## config.mk

```make
export PLATFORM = sky130hd
export DESIGN_NAME = uart_multibyte_receiver
export DESIGN_NICKNAME = d
export VERILOG_FILES = /design/src/rtl/uart_multibyte_receiver.sv
export SDC_FILE = /design/constraint.sdc
export NUM_CORES = 1
export LEC_CHECK = 0
export BUFFER_PORTS_ARGS = -buffer_cell sky130_fd_sc_hd__buf_2
export CORE_MARGIN = 2
export CORE_UTILIZATION = 25
export CTS_BUF_LIST = sky130_fd_sc_hd__clkbuf_8
export DETAILED_ROUTE_END_ITERATION = 16
export GPL_ROUTABILITY_DRIVEN = 0
export SYNTH_ARGS = -nofsm -noshare
export SYNTH_HDL_FRONTEND = slang
export SYNTH_SLANG_ARGS = --single-unit
```

## constraint.sdc

```tcl
create_clock -name clk -period 2.9 [get_ports clk]
set_input_delay 0.58 -clock clk [delete_from_list [all_inputs] [get_ports clk]]
set_output_delay 0.58 -clock clk [all_outputs]
set_load 0.1 [all_outputs]
```

## src/rtl/uart_multibyte_receiver.sv

```systemverilog
// 8N1 UART receiver packing 2**MSG_LOG_WIDTH bytes into one word, first byte in data[7:0].
// Define UART_MBRX_TIMEOUT_EN to drop partial messages after TIMEOUT_CYCLES idle cycles.
module uart_multibyte_receiver #(
  parameter int CLK_CYCLES     = 87,
  parameter int MSG_LOG_WIDTH  = 4,
  parameter int TIMEOUT_CYCLES = 100000
) (
  input  logic                          clk,
  input  logic                          rst,
  input  logic                          uart_rx,
  output logic [8*(2**MSG_LOG_WIDTH)-1:0] data,
  output logic                          valid,
  output logic                          frame_err,
  output logic                          busy
);

  localparam int NB = 2**MSG_LOG_WIDTH;
  localparam int W  = 8*NB;
  localparam int CW = $clog2(CLK_CYCLES+1);
  localparam int IW = (MSG_LOG_WIDTH > 0) ? MSG_LOG_WIDTH : 1;

  localparam logic [CW-1:0] HALF = CW'(CLK_CYCLES/2);
  localparam logic [CW-1:0] FULL = CW'(CLK_CYCLES);
  localparam logic [IW-1:0] LAST = IW'(NB-1);

  typedef enum logic [2:0] {
    IDLE, START, DATA, STOP, WAIT_HIGH
  } state_t;

  state_t        state;
  logic [CW-1:0] cnt;
  logic [2:0]    bit_idx;
  logic [7:0]    shreg;
  logic [IW-1:0] idx;
  logic [W-1:0]  msg_buf;
  logic [W-1:0]  msg_next;

`ifdef UART_MBRX_TIMEOUT_EN
  localparam int TW = $clog2(TIMEOUT_CYCLES+1);
  logic [TW-1:0] idle_cnt;
`endif

  always_comb begin
    msg_next = msg_buf;
    msg_next[{idx, 3'b000} +: 8] = shreg;
  end

  assign busy = (state != IDLE) || (idx != '0);

  always_ff @(posedge clk) begin
    if (rst) begin
      state     <= IDLE;
      cnt       <= '0;
      bit_idx   <= '0;
      shreg     <= '0;
      idx       <= '0;
      msg_buf   <= '0;
      data      <= '0;
      valid     <= 1'b0;
      frame_err <= 1'b0;
`ifdef UART_MBRX_TIMEOUT_EN
      idle_cnt  <= '0;
`endif
    end else begin
      valid     <= 1'b0;
      frame_err <= 1'b0;
`ifdef UART_MBRX_TIMEOUT_EN
      // Idle time only accrues while a partial message waits on a quiet line
      if (state == IDLE && idx != '0 && uart_rx) begin
        if (idle_cnt == TW'(TIMEOUT_CYCLES-1)) begin
          idx      <= '0;
          idle_cnt <= '0;
        end else begin
          idle_cnt <= idle_cnt + 1'b1;
        end
      end else begin
        idle_cnt <= '0;
      end
`endif
      unique case (state)
        IDLE: begin
          if (!uart_rx) begin
            state <= START;
            cnt   <= HALF;
          end
        end
        START: begin
          if (cnt <= 1) begin
            if (!uart_rx) begin
              state   <= DATA;
              cnt     <= FULL;
              bit_idx <= '0;
            end else begin
              state <= IDLE;
            end
          end else begin
            cnt <= cnt - 1'b1;
          end
        end
        DATA: begin
          if (cnt <= 1) begin
            shreg   <= {uart_rx, shreg[7:1]};
            cnt     <= FULL;
            bit_idx <= bit_idx + 1'b1;
            if (bit_idx == 3'd7) state <= STOP;
          end else begin
            cnt <= cnt - 1'b1;
          end
        end
        STOP: begin
          if (cnt <= 1) begin
            if (uart_rx) begin
              msg_buf <= msg_next;
              state   <= IDLE;
              if (idx == LAST) begin
                idx   <= '0;
                data  <= msg_next;
                valid <= 1'b1;
              end else begin
                idx <= idx + 1'b1;
              end
            end else begin
              frame_err <= 1'b1;
              idx       <= '0;
              state     <= WAIT_HIGH;
            end
          end else begin
            cnt <= cnt - 1'b1;
          end
        end
        WAIT_HIGH: begin
          if (uart_rx) state <= IDLE;
        end
        default: state <= IDLE;
      endcase
    end
  end

endmodule

```

## Word level (Yosys, flattened, before mapping)

Index checks and enable logic that the tools add are counted.

| word-level totals | value |
|---|---|
| register bits after elaboration | 283 |
| input port bits | 3 |
| output and inout bits | 131 |
| word-level logic and storage cells | 73 |

| operators by class | value |
|---|---|
| add/sub/neg operators | 4 |
| order comparisons | 1 |
| eq/ne operators | 15 |
| shifts and indexed selects | 2 |
| multiplexer cells | 24 |
| bitwise logic cells | 3 |
| reductions and logical operators | 15 |

Operators by type and width:

| cell | count |
|---|---|
| $bwmux W128 | 1 |
| $shift A8 B9 Y128 const A | 1 |
| $shiftx A8 B9 Y128 | 1 |
| $mux W7 | 5 |
| $mux W3 | 10 |
| $pmux W7 S4 | 1 |
| $ne A2 B2 Y1 const B | 8 |
| $pmux W3 S5 | 1 |
| $reduce_and A4 Y1 | 3 |
| $neg A7 Y9 | 1 |
| $mux W4 | 2 |
| $reduce_bool A4 Y1 | 2 |
| $le A7 B1 Y1 const B | 1 |
| $sub A7 B1 Y7 const B | 1 |
| $eq A3 B2 Y1 const B | 2 |
| $eq A3 B3 Y1 const B | 2 |
| $pmux W3 S2 | 1 |
| $reduce_and A6 Y1 | 1 |
| $add A4 B1 Y4 const B | 1 |
| $eq A4 B4 Y1 const B | 1 |
| $reduce_and A2 Y1 | 2 |
| $reduce_or A4 Y1 | 1 |
| $add A3 B1 Y3 const B | 1 |
| $eq A3 B1 Y1 const B | 1 |
| other kinds (10) | 13 |

## Logic depth before layout (Yosys ltp)

Gate-level depths: netlist (run 1).

| depth | value |
|---|---|
| word-level depth | 4 |
| mapped depth | 11 |
| depth with buffers taken out | 7 |

## Least setup slack after synthesis (run 1)

OpenSTA, ideal clock, no wires.

| path | value |
|---|---|
| kind | flip-flop to flip-flop |
| start point | register idx[1] |
| end point | register msg_buf[24] |
| library setup time | 0.128 ns |
| arrival time | 2.524 ns |
| required time | 2.772 ns |
| setup slack | 0.249 ns |
| cell stages (with the launch flop) | 10 |
| buffers on the path | 2 |
| period minus slack after synthesis | 2.651 ns |
| cell sequence | dfxtp_1 > clkbuf_1 > inv_1 > ha_1 > clkbuf_1 > xnor2_1 > nand2_2 > nor2_2 > mux2i_1 > nor2_1 |

| on the way | value |
|---|---|
| cells in the longest elaborated chain, start to end | 3 |
| elaborated cells on any way between the ends | 4 |
| classes of those cells | add/sub (1); shift (2); mux (1) |

Ends and longest elaborated chain:

| what | RTL line | source |
|---|---|---|
| from (decl) | 34 | `logic [IW-1:0] idx;` |
| from (signal assigned) | 120 | `idx <= idx + 1'b1;` |
| $neg A7 Y9 (*) | 45 | `msg_next[{idx, 3'b000} +: 8] = shreg;` |
| $shiftx A8 B9 Y128 or $shift A8 B9 Y128 (tied branches) | 45 |  |
| $bwmux W128 (*) | 45 |  |
| to (signal assigned) | 113 | `msg_buf <= msg_next;` |
| to (decl) | 35 | `logic [W-1:0] msg_buf;` |

Every way passes the cells marked *; elsewhere a longest branch is shown, timed or not.
A chain may end at the register's enable or synchronous reset.

## Worst setup path after layout (run 1)

| path | value |
|---|---|
| start point | register idx[1] |
| end point | output port busy |

| on the way | value |
|---|---|
| cells in the longest elaborated chain, start to end | 2 |

Ends and longest elaborated chain:

| what | RTL line | source |
|---|---|---|
| $reduce_bool A4 Y1 | 48 | `assign busy = (state != IDLE) \|\| (idx != '0);` |
| $logic_or A1 B1 Y1 | 48 |  |
| to (decl) | 14 | `output logic busy` |

No other way between the ends.

==> results.md, run 1 <==
* Final ANT Viol Nets at 0
* Drt total wl at 31900 µm
* Power, Total at 8.42 mW
* Worst VDD drop at 0.000289 V
* Syn Area/Cell at 9.31 µm²
* CP Data Required Time at 2.32 ns
* Final Hold Fails at 0
* Post-cts sizing count at 2
* RSZ-0062 raised after global routing: false
* Syn nets at 1261
* Max-slew violations at 0
* Met1 Usage GRT at 16.7%
* Hold endpoint: shreg[2]
* Setup CP Type: reg -> out
* Leading cell type in the layout, fill and taps excluded: dfxtp_1
* Finished Core Util at 30.4%
* CP max stage cell: dfxtp_1
* Maxcap violations at 0
* Pre-CTS setup slack at 0.184 ns
* Yosys reg bits at 283
* Final Critical Period at 2.74 ns
* Initial DRC Count at 470
* Simple-Gate Fraction of Synth Area at 13.8%
* Initial antenna violation count at 0
* Vias in the first global route at 8763
* Grt met2 use at 20.9%
* CP cell instances: inv_1, ha_2, nor3b_1, nand3b_1, buf_4
* Initial Util at 25.2%
* Clk sinks at 283
* Total congestion overflow at 0
* Global route hottest layer: met2
* Run status: finished, final reports clean
* GR Layer Usage met3 at 3.51%
* GRT Resource Usage Total at 13.0%
* Hold depth at 2
* Final WS setup at 0.157 ns
* Fin Hold WS at 0.317 ns
* CTS max path bufs at 3
* Max Clock Skew at 0.0308 ns
* HP Class: in -> reg
* FF-to-FF path depth at 7
* PortBufs at 133
* Synth Instances at 1252
* Leakage at 5.31 nW
* CTS tree: done
* Drt pass-1 iters at 4
* Worst Tran Pin Value at 0.963 ns
* Crit path DAT at 2.16 ns
* Area delta synth->final at 20.8%
* CP bufs+invs at 2
* Worst path max stage delay at 0.41 ns
* First-pass GRT wire length at 49200 µm
* Xor/xnor share of the synthesized area at 0.225%
* Critical path launch point type: register
* Setup_tns at 0 ns
* Routed WL per cell at 15.8 µm
* Max H-tree Level at 2
* Fin crit share at 94.6%
* Most frequent cells in the layout: 275 x dfxtp_1, 216 x nor2_1, 216 x mux2i_1
* Final setup viols at 0
* RR Endpoint: data[90]
* Vias per cell at 4.55
* Max_slew headroom at 35.8%
* # DRC at 0
* Async set-or-reset flop fraction in the synthesized netlist at 0%
* Die height at 220 µm
* HP Start: rst
* Worst R2R Setup Slack at 0.17 ns
* Fin nets at 1386
* Post-DP HPWL at 20300 µm
* Die width at 220 µm
* Largest net degree at the start of global routing at 97
* IO Pins at 134
* Crit-path max FO at 13
* Clock buffer count from CTS at 51
* Multiplexer area fraction after synthesis at 18.6%
* Layout cell share with drive strength beyond 1 at 20.3%
* Via count at 9173
* Worst-skew pair later-pin latency at 0.61 ns
* Compound-Gate Fraction of Synth Area at 13.6%
* Top FF cell, synth: dfxtp_1
* Sequential-to-total area share from yosys stat at 48.6%
* Core Area at 46300 µm²
* Reg2reg start: cnt[2]
* CTS clk-pin slew, worst paths at 0.06 ns
* Post-Synth Adder-Cell Area at 0.644%
* FMAX at 365 MHz
* Clk root buf: clkbuf_8
* PD cells at 598 nW/µm²
* YS warnings at 0
* FP Rows at 79
* Antenna cells at 0
* Critical Path End Type: output port
* Top delay family on crit path: simple AND/OR/NAND/NOR gates
* Post-CTS Hold Buffers at 0
* Setup Fix Bufs, Post-CTS at 0
* Largest family of logic cells by synthesized area: multiplexers
* Post-Syn Area at 11700 µm²
* Number of flops mapped to enable cells by yosys at 0
* Die Footprint at 48400 µm²
* Cell variety after synth at 52
[layer usage]
layer / part of all wire, % / vias to the layer above / wire, µm
li1: - / 4635 / -
met1: 46 / 4307 / 14700
met2: 46 / 180 / 14600
met3: 5.6 / 51 / 1780
met4: 2.7 / 0 / 846
met5: 0 / - / 0
[stage by stage]
step	std cells	cell area (µm²)
2_1_floorplan	1252	11700
3_3_place_gp	1931	13100
3_5_place_dp	1931	13100
4_1_cts	2014	14100
5_1_grt	2014	14100
6_report	2014	14100
[Yosys cell counts, drive strengths merged, types with 3 or more instances]
master | count | area [µm²]
clkbuf | 76 | 285
or4 | 4 | 33.8
mux2i | 216 | 2160
nor2 | 222 | 848
nand2 | 80 | 303
nand2b | 4 | 25.0
o21ai | 68 | 340
a211oi | 74 | 556
or3 | 5 | 31.3
nor3b | 6 | 45.0
ha | 6 | 75.1
nor4b | 3 | 26.3
nor4 | 3 | 33.8
nand3b | 4 | 30.0
a31oi | 3 | 18.8
nor3 | 10 | 118
buf | 36 | 204
a21oi | 97 | 485
nand3 | 8 | 40.0
and2 | 4 | 25.0
inv | 7 | 26.3
dfxtp | 283 | 5670
[final cells by class]
type / count / area [µm²]
clock buffers: 65 / 895
clock inverters: 18 / 115
fillers: 4873 / 32200
inverters: 7 / 26.3
multi-input cells: 850 / 5480
flip-flops and latches: 283 / 5680
well taps: 607 / 759
repair buffers: 184 / 1130
[logic make-up (layout without fill, tap and decap cells)]
group / after synthesis / count (layout)
fa+ha+maj: 6 / 6
xor+xnor: 3 / 3
flops: 283 / 283
mux: 217 / 217
simple gates: 360 / 360
compound gates: 264 / 264
buf+inv: 119 / 274
[worst register-to-register path, stage by stage (launching register included)]
cell and delay [ns]:
dfxtp_1 0.33, or4_4 0.57, or3_1 0.52, nor4_4 0.45, buf_12 0.27, buf_12 0.21, nor2_1 0.06, a211oi_1 0.23
[report_power, final]
group	leakage [nW]	switching [mW]	internal (mW)	total, mW
Combinational	2.47	0.453	0.225	0.678
Sequential	2.28	0.0549	3.94	4.00
Clock	0.556	1.66	2.08	3.74
Total	5.31	2.17	6.25	8.42
[worst max-delay path by stage]
| stage | start | end | slack [ns] | cells past startpoint |
|---|---|---|---|---|
| after floorplan | idx[1] | msg_buf[24] | 0.25 | 9 |
| after global placement | uart_rx | msg_buf[78] | 0.27 | 7 |
| after detailed placement | cnt[2] | data[44] | 0.18 | 7 |
| after CTS | idx[1] | busy | 0.07 | 5 |
| after global routing | idx[1] | busy | 0.02 | 5 |
| final | idx[1] | busy | 0.16 | 5 |
[state kept, by name, indices dropped and copies added, names as in the netlist]
signal,cells
bit_idx,3
cnt,7
data,128
frame_err,1
idx,4
msg_buf,128
shreg,8
state,3
valid,1
Power figures use the tool's default switching activity.
==> run 2, diff against run 1 <==
Settings changed: CELL_PAD_IN_SITES_DETAIL_PLACEMENT from default to 0, CELL_PAD_IN_SITES_GLOBAL_PLACEMENT from default to 2, PLACE_DENSITY_LB_ADDON from default to 0.1.
==> run 2 against run 1 <==
Net effect: setup slack gained 0.0076 ns; cell count grew 0.89%; clock skew shrank 0.0057 ns; sequential power is essentially flat; first-iteration DRC count shrank 0.85%.
==> results.md, run 2 (same netlist as run 1, synthesis figures left out) <==
* Run status: finished, final reports clean
* Max_slew headroom at 36.0%
* Final WS setup at 0.165 ns
* Worst path most repeated cell: buf_12
* Area after DPL at 13100 µm²
* Clk root buf: clkbuf_8
* Final Hold Fails at 0
* CP max stage cell: or4_4
* Final setup viols at 0
* Clock buffer count from CTS at 55
* Maxcap violations at 0
* Area delta synth->final at 22.2%
* CTS tree: done
* Critical Path End Type: register
* First-pass GRT wire length at 55300 µm
* CP Data Required Time at 3.42 ns
* Leading cell type in the layout, fill and taps excluded: dfxtp_1
* Post-route design area at 14200 µm²
* HP Class: in -> reg
* Pre-CTS setup slack at 0.151 ns
* Setup CP Type: reg -> reg
* Routed metal-1 wire length at 17200 µm
* Total congestion overflow at 0
* Antenna cells at 0
* Layout cell share with drive strength beyond 1 at 20.6%
* Largest net degree at the start of global routing at 157
* Die width at 220 µm
* Worst VDD drop at 0.000255 V
* Die height at 220 µm
* # DRC at 0
* Max H-tree Level at 2
* RSZ-0062 raised after global routing: false
* Die Footprint at 48400 µm²
* FMAX at 366 MHz
* Critical path launch point type: register
* Clk sinks at 283
* Core Area at 46300 µm²
* Max Clock Skew at 0.0251 ns
* Fin crit share at 94.3%
* Footprint of the multi-input gates at 5500 µm²
* Routed WL per cell at 17.4 µm
* CP bufs+invs at 2
* CTS max path bufs at 3
* Leakage at 5.42 nW
* Drt total wl at 35400 µm
* CTS clk-pin slew, worst paths at 0.06 ns
* Vias in the first global route at 9361
* Cell count after placement at 1932
* Setup_tns at 0 ns
* Met2 WL at 16000 µm
* Fin nets at 1391
* Max-slew violations at 0
* Worst-skew pair later-pin latency at 0.64 ns
* Drt pass-1 iters at 5
* PortBufs at 133
* Met3 Routed Length at 1460 µm
* Initial DRC Count at 466
* Top delay family on crit path: simple AND/OR/NAND/NOR gates
* PD cells at 617 nW/µm²
* Initial Util at 25.2%
* IO Pins at 134
* Post-DP HPWL at 21400 µm
* Worst path max stage delay at 0.58 ns
* Most frequent cells in the layout: 275 x dfxtp_1, 216 x mux2i_1, 215 x nor2_1
* Final ANT Viol Nets at 0
* Via count at 9258
* Storage element area at 5680 µm²
* Initial antenna violation count at 0
* Non-Filler Instances at 2032
* Crit-path max FO at 45
* Crit path DAT at 3.26 ns
* CP cell instances: or4_4, or3_1, nor4_4, buf_12, buf_12, nor2_1, a211oi_1
* GRT Resource Usage Total at 14.8%
* Final Critical Period at 2.73 ns
* Vias per cell at 4.56
* Top layer in use: met4
* Top Registers: data x128, msg_buf x128, shreg x8
* Worst Tran Pin Value at 0.960 ns
* FP Rows at 79
* Filler Cells Inserted at 4936
* Power, Total at 8.79 mW
run 2: cell count changes in the layout (fill, tap and decap cells not counted), sizes merged:
cell      before  now
inv           16   29
buf          184  185
clkinvlp       1    3
clkinv         7    3
clkbuf        65   71
run 2: area by class of cell:
class,instances,share of cell area (%)
clock buffer,71,6.86
multi-input combinational,850,38.6
inverter,7,0.184
timing repair buffer,185,8.18
tap,607,5.33
sequential,283,39.8
clock inverter,29,1.05
run 2: path summary, 6_finish.rpt:
check	from	endpoint	slack (ns)	cells after the start
max reg2reg	cnt[2]	data[124]	0.17	7
min reg2reg	msg_buf[101]	msg_buf[101]	0.45	2
max	cnt[2]	data[124]	0.17	7
min	uart_rx	state[2]	0.43	3
run 2: where the power goes:
part / leakage (nW) / internal [mW] / switching [mW] / total [mW]
Combinational: 2.48 / 0.224 / 0.472 / 0.696
Sequential: 2.28 / 3.94 / 0.0807 / 4.02
Clock: 0.654 / 2.27 / 1.81 / 4.07
run 2: stage by stage:
stage	util, %	hold slack (ns)
after global placement	28.3	0.437
after floorplan	-	0.431
after detailed placement	28.3	0.444
after CTS	30.8	0.362
after global routing	30.8	0.415
final	30.8	0.427
run 2: repair_timing:
action	CTS	global route
pin swaps	0	1
buffers inserted	0	0
resized for setup	2	2
hold buffers	0	0
setup endpoints to repair	1	8
run 2: tightest hold or removal path, cell delays in order:
cell	delay (ns)
buf_2	0.12
buf_4	0.21
a2111oi_0	0.09
run 2: metal layers:
metal  global-route usage, %  up-vias
li1                        -     4652
met1                    20.0     4393
met2                    23.3      154
met3                    2.84       59
met4                    5.28        0
met5                       0        -
